--- src/rtl/bcd_down_timer.sv ---
// bcd_down_timer: loadable multi-decade BCD down-counter with expiry pulse.
// Optional BCD_TIMER_AUTO_RELOAD_EN turns expiry into a periodic reload from the last loaded value.
module bcd_down_timer #(
    parameter int DIGITS = 4
) (
    input  logic                  clk,
    input  logic                  rst_n,
    input  logic                  ce,
    input  logic                  load,
    input  logic [4*DIGITS-1:0]   din,
    input  logic                  start,
    input  logic                  stop,
    output logic [4*DIGITS-1:0]   Q,
    output logic                  TC,
    output logic                  busy,
    output logic                  done
);
    localparam int W = 4 * DIGITS;

    typedef enum logic {IDLE, RUN} state_t;

    state_t         state, state_nx;
    logic [W-1:0]   q_nx, din_c, q_dec, rl;
    logic           done_nx, borrow, expire;

    always_comb begin
        for (int i = 0; i < DIGITS; i++)
            din_c[4*i +: 4] = (din[4*i +: 4] > 4'd9) ? 4'd9 : din[4*i +: 4];
    end

    // A digit decrements when every lower digit is zero; all digits settle on one edge.
    always_comb begin
        borrow = 1'b1;
        for (int i = 0; i < DIGITS; i++) begin
            q_dec[4*i +: 4] = borrow ? ((Q[4*i +: 4] == 4'd0) ? 4'd9 : Q[4*i +: 4] - 4'd1) : Q[4*i +: 4];
            borrow = borrow & (Q[4*i +: 4] == 4'd0);
        end
    end

`ifdef BCD_TIMER_AUTO_RELOAD_EN
    always_ff @(posedge clk or negedge rst_n) begin
        if (!rst_n)
            rl <= '0;
        else if (load)
            rl <= din_c;
    end
`else
    assign rl = '0;
`endif

    assign expire = (Q == W'(1));

    always_comb begin
        state_nx = state;
        q_nx     = Q;
        done_nx  = 1'b0;
        if (load) begin
            q_nx     = din_c;
            state_nx = IDLE;
        end else if (stop && state == RUN) begin
            state_nx = IDLE;
        end else if (start && state == IDLE) begin
            state_nx = (Q != '0) ? RUN : IDLE;
        end else if (state == RUN && ce) begin
            // With no reload value, expiry lands on zero and drops back to IDLE.
            q_nx     = expire ? rl : q_dec;
            state_nx = (expire && rl == '0) ? IDLE : RUN;
            done_nx  = expire;
        end
    end

    always_ff @(posedge clk or negedge rst_n) begin
        if (!rst_n) begin
            state <= IDLE;
            Q     <= '0;
            done  <= 1'b0;
        end else begin
            state <= state_nx;
            Q     <= q_nx;
            done  <= done_nx;
        end
    end

    assign busy = (state == RUN);
    assign TC   = (Q == '0);
endmodule
--- config.mk ---
export PLATFORM = sky130hd
export DESIGN_NAME = bcd_down_timer
export DESIGN_NICKNAME = d
export VERILOG_FILES = /design/src/rtl/bcd_down_timer.sv
export SDC_FILE = /design/constraint.sdc
export NUM_CORES = 1
export LEC_CHECK = 0
export ABC_AREA = 1
export CAP_MARGIN = 30
export CELL_PAD_IN_SITES_DETAIL_PLACEMENT = 2
export CELL_PAD_IN_SITES_GLOBAL_PLACEMENT = 2
export CORE_ASPECT_RATIO = 0.5
export CORE_UTILIZATION = 27
export DETAILED_ROUTE_END_ITERATION = 10
export PLACE_DENSITY_LB_ADDON = 0.1
export SETUP_SLACK_MARGIN = 0.4
export SLEW_MARGIN = 20
export SYNTH_ARGS = -nofsm -noshare
export SYNTH_HDL_FRONTEND = slang
export SYNTH_SLANG_ARGS = --single-unit
--- constraint.sdc ---
create_clock -name clk -period 2.3 [get_ports clk]
set_input_delay 0.345 -clock clk [delete_from_list [all_inputs] [get_ports clk]]
set_output_delay 0.345 -clock clk [all_outputs]
set_load 0.01 [all_outputs]
Word-level counts from Yosys, hierarchy flattened
Index checks and enable logic that the tools add are counted.
{"block": "word_totals", "regBits": 18, "latch_bits": 0, "mem_bits_rw": 0, "rom_bits": 0, "in_bits": 22, "elab_cells": 64, "n_memories": 0}
{"block": "classes", "add_sub_neg": 4, "multipliers": 0, "n_div": 0, "order_cmp": 4, "eq_ne": 3, "n_shift": 0, "n_mux": 26, "bitwise_logic": 3, "reduce_logical": 18}
{"cell": "16-bit 2-to-1 mux", "count": 5}
{"cell": "4-bit 2-to-1 mux", "count": 11}
{"cell": "16-bit by 1-bit equality test with 1-bit output (second input constant)", "count": 1}
{"cell": "4-bit > comparator (second input constant)", "count": 4}
{"cell": "16-bit logical NOT", "count": 1}
{"cell": "4-bit logical NOT", "count": 4}
{"cell": "16-bit nonzero test", "count": 1}
{"cell": "4-bit by 1-bit subtractor with 4-bit output (second input constant)", "count": 4}
{"cell": "4-bit AND reduction", "count": 3}
{"cell": "1-bit 2-to-1 mux", "count": 10}
{"cell": "3-bit nonzero test", "count": 3}
{"cell": "2-bit != test (second input constant)", "count": 2}
{"cell": "4-bit nonzero test", "count": 1}
{"cell": "1-bit logical AND", "count": 3}
{"cell": "3-bit AND reduction", "count": 1}
{"cell": "1-bit AND", "count": 2}
{"cell": "2-bit nonzero test", "count": 1}
{"cell": "1-bit inverter", "count": 1}

Longest topological paths before layout
{"block": "depth", "depth_word": 9, "depth_mapped": 10, "depth_no_buf": 10}

Worst setup path after synthesis
OpenSTA, ideal clock, no wires.
{"block": "synth_path", "path_type": "register to output", "from": "reg Q[8]", "to": "out TC", "arrival_time_ns": 1.204, "slack_ns": 0.751, "path_stages_with_launch": 7, "n_path_buf": 0, "cell_sequence": "dfrtp_1 > inv_1 > ha_1 > nand2_1 > nor2_1 > nand4_1 > inv_1"}
{"block": "synth_via", "elab_chain_len": 1}
{"element": "start, declared", "line": "13", "rtl": "output logic [4*DIGITS-1:0] Q,"}
{"element": "start signal, assigned", "line": "79", "rtl": "Q <= q_nx;"}
{"element": "16-bit logical NOT", "line": "85", "rtl": "assign TC = (Q == '0);"}
{"element": "end, declared", "line": "14", "rtl": "output logic TC,"}
Every way passes these cells.

Final worst setup path
{"block": "layout_path", "from": "reg Q[12]", "to": "out TC"}
Same word-level chain as after synthesis.

==> metrics.md <==
| Metric | Value |
|---|---|
| Number of antenna violations at the first check in global routing | `0` |
| Post-synthesis instance area | `0.00142 mm²` |
| Slew Limit Fails | `0` |
| Cells after synthesis | `207` |
| N_diodes | `0` |
| Clock skew after layout | `0.00380 ns` |
| P&R area growth vs syn | `45.3%` |
| Total of buffers placed on input and output ports | `40` |
| Outcome | `complete, no violations` |
| Final core utilization | `0.412` |
| Deepest clock path buffer count | `2` |
| Area share of the largest cell type after synthesis | `0.317` |
| Global-route usage over all layers | `0.185` |
| Top FF cell, synth | `sky130_fd_sc_hd__dfrtp_1` |
| Number of iterations in the first detailed-routing pass | `4` |
| Worst Max-Slew Pin Slew | `0.511 ns` |
| YS warnings | `0` |
| Number of max-cap violations | `0` |
| Final setup margin | `0.524 ns` |
| End of the critical path | `TC` |
| CTS tree | `built` |
| Overall die area | `0.00557 mm²` |
| R2R cell count | `10` |
| Avg Vias per Cell | `4.62` |
| Io pins | `41` |
| Library cells used by synthesis | `24` |
| Switching fraction of total power | `0.415` |
| Clock transition at the register clock pins on the worst setup and hold paths after CTS | `0.07 ns` |
| RSZ-0062 raised after global routing | `no` |
| Count of flip-flops with a built-in enable after synthesis | `0` |
| Deepest level of the CTS H-tree | `1` |
| Detail-routed net length per standard cell | `14.4 µm` |
| Power share of the sequential group | `0.299` |
| Total number of vias | `1523` |
| Inst Count DP | `315` |
| Max Fanout on Critical Path | `4` |
| Max-slew headroom at the worst pin | `0.658` |
| Post-Synthesis Mean Instance Area | `6.85 µm²` |
| Worst vdd rail ir drop | `0.230 mV` |
| Wire length reported by the detailed router | `4.74 mm` |
| Largest net degree at the start of global routing | `21` |
| Worst R2R Start | `Q[12]$_DFFE_PN0P_` |
| Final #Nets | `289` |
| Clock buffer count from CTS | `3` |
| Combinational cell fraction of total power | `0.558` |
| Clock tree sinks | `18` |
| Clock period minus worst slack | `1.78 ns` |
| Remaining antenna violation count | `0` |
| Most frequently used cell type in the post-synthesis netlist | `sky130_fd_sc_hd__nand2_1` |
| Final Setup Violations | `0` |
| GRT overflow | `0` |
| Share of total power in the clock network | `0.143` |
| Seq cells post-synth | `18` |
| Period utilization | `0.772` |
| Horizontal die dimension | `105 µm` |
| Fraction of registers with async set or reset after synthesis | `1.00` |
| Switching Power | `673 µW` |
| Internal Pwr Total | `950 µW` |
| Row Count | `18` |
| Setup slack after placement | `0.0990 ns` |
| Highest clock frequency the design can meet | `563 MHz` |
| Setup TNS Final | `0 ns` |
| Number of DRC violations after detailed routing | `0` |
| Worst R2R Setup Slack | `0.58 ns` |
| Worst hold path type | `input pin to asynchronous set/reset pin` |
| Share of synthesized area occupied by flip-flops and latches | `0.317` |
| Most frequent cells after synthesis | `sky130_fd_sc_hd__nand2_1 (66), sky130_fd_sc_hd__inv_1 (22), sky130_fd_sc_hd__dfrtp_1 (18), sky130_fd_sc_hd__nand3_1 (18), sky130_fd_sc_hd__nor2_1 (15)` |
| Area inside the core boundary | `0.00500 mm²` |
| Non-filler cells in the finished layout | `330` |
| GPL Wtd Cong | `0.792` |
| Number of global-route vias before repair | `1583` |
| Ratio of cells with drive above 1 in the final layout | `0.227` |
| Dpl hpwl | `3.54 mm` |
| Biggest area consumer among synthesized cells | `sky130_fd_sc_hd__dfrtp_1` |
| Wire length of the first global-routing pass | `7.79 mm` |
| Root buffer selected by CTS | `sky130_fd_sc_hd__clkbuf_8` |
| Worst setup path startpoint | `Q[12]$_DFFE_PN0P_` |
| Most area-consuming cells after synthesis | `sky130_fd_sc_hd__dfrtp_1 (32%), sky130_fd_sc_hd__nand2_1 (17%), sky130_fd_sc_hd__nand3_1 (6.3%)` |
| Type of the worst setup path | `flip-flop to output port` |
| Crit Reg-Reg Endpoint | `Q[11]$_DFFE_PN0P_` |
| Total Power | `1620 µW` |
| Startpoint type of the worst setup path | `flip-flop` |
| Violation count after the first detailed-route iteration | `28` |
| Power density normalized to cell area | `787 mW/mm²` |
| Number of endpoints with negative hold slack in the final report | `0` |
| Critical Path Sink Type | `output port` |
| Die span in y | `53.3 µm` |
| Post-synth net total | `234` |
| Reported leakage power | `0.00104 µW` |
| Effective utilization at floorplan | `0.284` |
| Insertion delay to the later sink of the worst-skew pair | `0.26 ns` |
| Worst EP required | `1.96 ns` |
| Data arrival, critical path | `1.43 ns` |
==> power by group through the flow <==
stage / registers [µW] / logic, µW / clock network, µW
finish: 485 / 906 / 232
global route: 499 / 1010 / 257
CTS: 484 / 890 / 250
detailed placement: 488 / 767 / 0
global placement: 482 / 739 / 0
floorplan: 502 / 428 / 0
==> metrics by stage <==
stage          hold WS (ns)  area [µm²]
2_1_floorplan        0.0494        1420
3_3_place_gp          0.481        1890
3_5_place_dp          0.498        1890
4_1_cts               0.436        2040
5_1_grt               0.468        2060
6_report              0.434        2060
==> timing repair <==
| action | in CTS | in global routing |
|---|---|---|
| setup buffers | 9 | 3 |
| pin swaps | 6 | 1 |
| setup endpoints to repair | 1 | 1 |
| gates resized for setup | 18 | 3 |
| hold buffers | 0 | 0 |
==> registers in the layout, indices dropped and copies added (netlist names) <==
register and flops:
done 1, busy 1, Q 16
==> cell usage in the layout, fill, tap and decap left out, drive strengths merged <==
| cell type | instances |
|---|---|
| buf | 15 |
| clkinv | 3 |
| xnor2 | 2 |
| xor2 | 1 |
| nand4 | 3 |
| nand2 | 71 |
| nor2 | 20 |
| o21ai | 9 |
| clkdlybuf4s50 | 39 |
| o22ai | 6 |
| clkbuf | 3 |
| nand3 | 25 |
| dfrtp | 18 |
| ha | 5 |
| or2 | 2 |
| a31oi | 3 |
| inv | 29 |
| a21oi | 6 |
==> cell type report <==
cell class / instances / area (µm²)
sequential: 18 / 452
timing repair buffer: 54 / 500
clock buffer: 3 / 41.3
fill: 617 / 2940
multi-input combinational: 153 / 857
inverter: 32 / 124
tap: 70 / 87.6
==> kinds of logic (layout without fill, tap and decap cells) <==
group / count (synthesis) / count (layout) / synth area share
compound gates: 24 / 24 / 0.101
xor+xnor: 3 / 3 / 0.0185
fa+ha+maj: 5 / 5 / 0.0441
buf+inv: 36 / 89 / 0.110
flops: 18 / 18 / 0.317
simple gates: 121 / 121 / 0.409
==> per-layer routing <==
layer | GRT usage | part of all wire | vias to the layer above
met4 | 0.0214 | 0.0021 | 0
met1 | 0.242 | 0.49 | 726
li1 | - | - | 765
met3 | 0.0443 | 0.036 | 2
met2 | 0.322 | 0.47 | 30
met5 | 0 | 0 | -
==> worst min path at each step <==
stage,endpoint,slack (ns),cells after the start
global route,Q[11]$_DFFE_PN0P_,0.47,2
detailed placement,Q[5]$_DFFE_PN0P_,0.50,2
CTS,Q[11]$_DFFE_PN0P_,0.44,2
finish,Q[11]$_DFFE_PN0P_,0.43,2
floorplan,Q[0]$_DFFE_PN0P_,0.05,0
global placement,Q[5]$_DFFE_PN0P_,0.48,2
==> critical path, cell delays in order (launching register included) <==
cell and delay (ns):
sky130_fd_sc_hd__dfrtp_1 0.42, sky130_fd_sc_hd__inv_2 0.09, sky130_fd_sc_hd__ha_2 0.18, sky130_fd_sc_hd__nand3_2 0.09
sky130_fd_sc_hd__inv_1 0.07, sky130_fd_sc_hd__nand4_1 0.12, sky130_fd_sc_hd__inv_1 0.07, sky130_fd_sc_hd__buf_2 0.12
(Power assumes the default switching activity.)
==> edit (config.mk and constraints unchanged) <==
Change the parameter `DIGITS` from 4 to 6.
--- a/src/rtl/bcd_down_timer.sv
+++ b/src/rtl/bcd_down_timer.sv
@@ -3,3 +3,3 @@
 module bcd_down_timer #(
-    parameter int DIGITS = 4
+    parameter int DIGITS = 6
 ) (
Ports: changed (resized Q and din); port bits go from 41 to 57. No check against the original RTL was run, so the function may have changed too.
==> edit against the original RTL <==
Area after synthesis rose by 48%; final area rose by 54%; worst setup slack got worse by 100 ps; power is 55% higher; sequential cell count increased by 8; clock power grew 79%; hold slack better by 41 ps; routed wire length is 74% higher; highest routed layer unchanged.
==> edit: results (changes against the original RTL) <==
Layout
  • Share of cells above drive strength 1: 0.254 (+0.0276)
  • Largest register FFs: 24 (+8)
  • Final nets: 433 (+50%)

Synth
  • Post-synth cell types: 33 (+38%)
  • Post-synth top cells: nand2_1, nand3_1, dfrtp_1, inv_1, nor2_1
  • Register area share after synthesis: 0.311 (-0.00683)
  • Synth area leaders: dfrtp_1, nand2_1, nand3_1, ha_1, inv_1

Route
  • Post-DR wirelength/cell: 17.0 um (+19%)
  • Initial DRC Count: 43 (+54%)
  • Vias/cell: 4.92 (+6.6%)

Placed design
  • DP HPWL: 5840 um (+65%)
  • Port Buffers: 56 (+40%)
  • GP Congestion: 0.795 (+0.35%)

CTS
  • Clk Tree Root Cell: clkbuf_16

GRT
  • Largest net degree at the start of global routing: 27 (+29%)
  • Vias in the first global route: 2539 (+60%)
  • First-pass GRT wire length: 12900 um (+65%)
  • GR Util All Layers: 0.202 (+0.0172)

Run status
  • Status: finished, final reports clean

Pwr
  • Lkg Pwr: 1.50 nW (+45%)
  • Max VDD drop: 0.259 mV (+13%)

Timing
  • Clock Skews: 3.20 ps (-0.602 ps)
  • Max-slew headroom: 0.729 (+0.0713)

Worst setup path
  • Worst Path Max Fanout: 3 (-1)
  • Critical path arrival: 1530 ps (+100 ps)
[edit: cell count changes after synthesis, sizes merged, moves of 7 or more]
cell	unedited run	this run
a21oi	6	19
dfrtp	18	26
ha	5	12
nand2	71	98
nand3	25	40
nor2	20	33
[edit: cell families after synthesis]
| logic type | Yosys count | synth area share |
|---|---|---|
| and+or+nand+nor | 180 | 0.405 |
| buffers and inverters | 43 | 0.0866 |
| AOI/OAI and AO/OA | 40 | 0.114 |
| DFF | 26 | 0.311 |
| adders and majority gates | 12 | 0.0717 |
| xor gates and xnor gates | 3 | 0.0125 |
[edit: path summary, 6_finish.rpt]
| check | endpoint | depth (start not counted) | from | slack [ps] |
|---|---|---|---|---|
| min | Q[20] | 2 | rst_n | 470 |
| min reg2reg | Q[5] | 2 | Q[5] | 540 |
| max | TC | 9 | Q[13] | 420 |
| min in group clk | Q[5] | 2 | Q[5] | 540 |
| max in group asynchronous | Q[20] | 2 | rst_n | 1520 |
| max reg2reg | Q[11] | 11 | Q[17] | 450 |
[edit: stage by stage]
| stage | setup slack, ps | instances | total power, W | cell area (sq um) |
|---|---|---|---|---|
| 2_1_floorplan | 704 | 304 | 0.00136 | 2090 |
| 3_3_place_gp | 201 | 461 | 0.00185 | 2820 |
| 3_5_place_dp | 145 | 461 | 0.00191 | 2820 |
| 4_1_cts | 339 | 475 | 0.00241 | 3020 |
| 5_1_grt | 304 | 485 | 0.00270 | 3180 |
| 6_report | 423 | 485 | 0.00252 | 3180 |
[edit: report_power, final]
group | switching [W] | leakage (nW) | internal [W]
sequential | 0.000141 | 0.323 | 0.000565
combinational | 0.000731 | 1.14 | 0.000662
clock | 0.000184 | 0.0370 | 0.000232
total | 0.00106 | 1.50 | 0.00146
[edit: cell type report]
cell class / instances / area [sq um]
Fill cell: 859 / 4220
Multi-Input combinational cell: 236 / 1390
Timing Repair Buffer: 88 / 810
Sequential cell: 26 / 652
Inverter: 36 / 136
Tap cell: 96 / 120
Clock buffer: 3 / 75.1
[edit: metal layers]
layer / part of all wire / vias up / routed length (um) / track usage
li1: - / 1149 / - / -
met1: 0.47 / 1182 / 3890 / 0.263
met2: 0.48 / 45 / 3940 / 0.358
met3: 0.035 / 11 / 293 / 0.0377
met4: 0.016 / 0 / 136 / 0.0271
met5: 0 / - / 0 / 0
[edit: what timing repair did]
item / in CTS / in global routing
resized for setup: 18 / 25
buffers inserted: 11 / 9
setup endpoints to repair: 22 / 21
hold buffers: 0 / 0
pin swaps: 6 / 7
gates cloned: 0 / 1
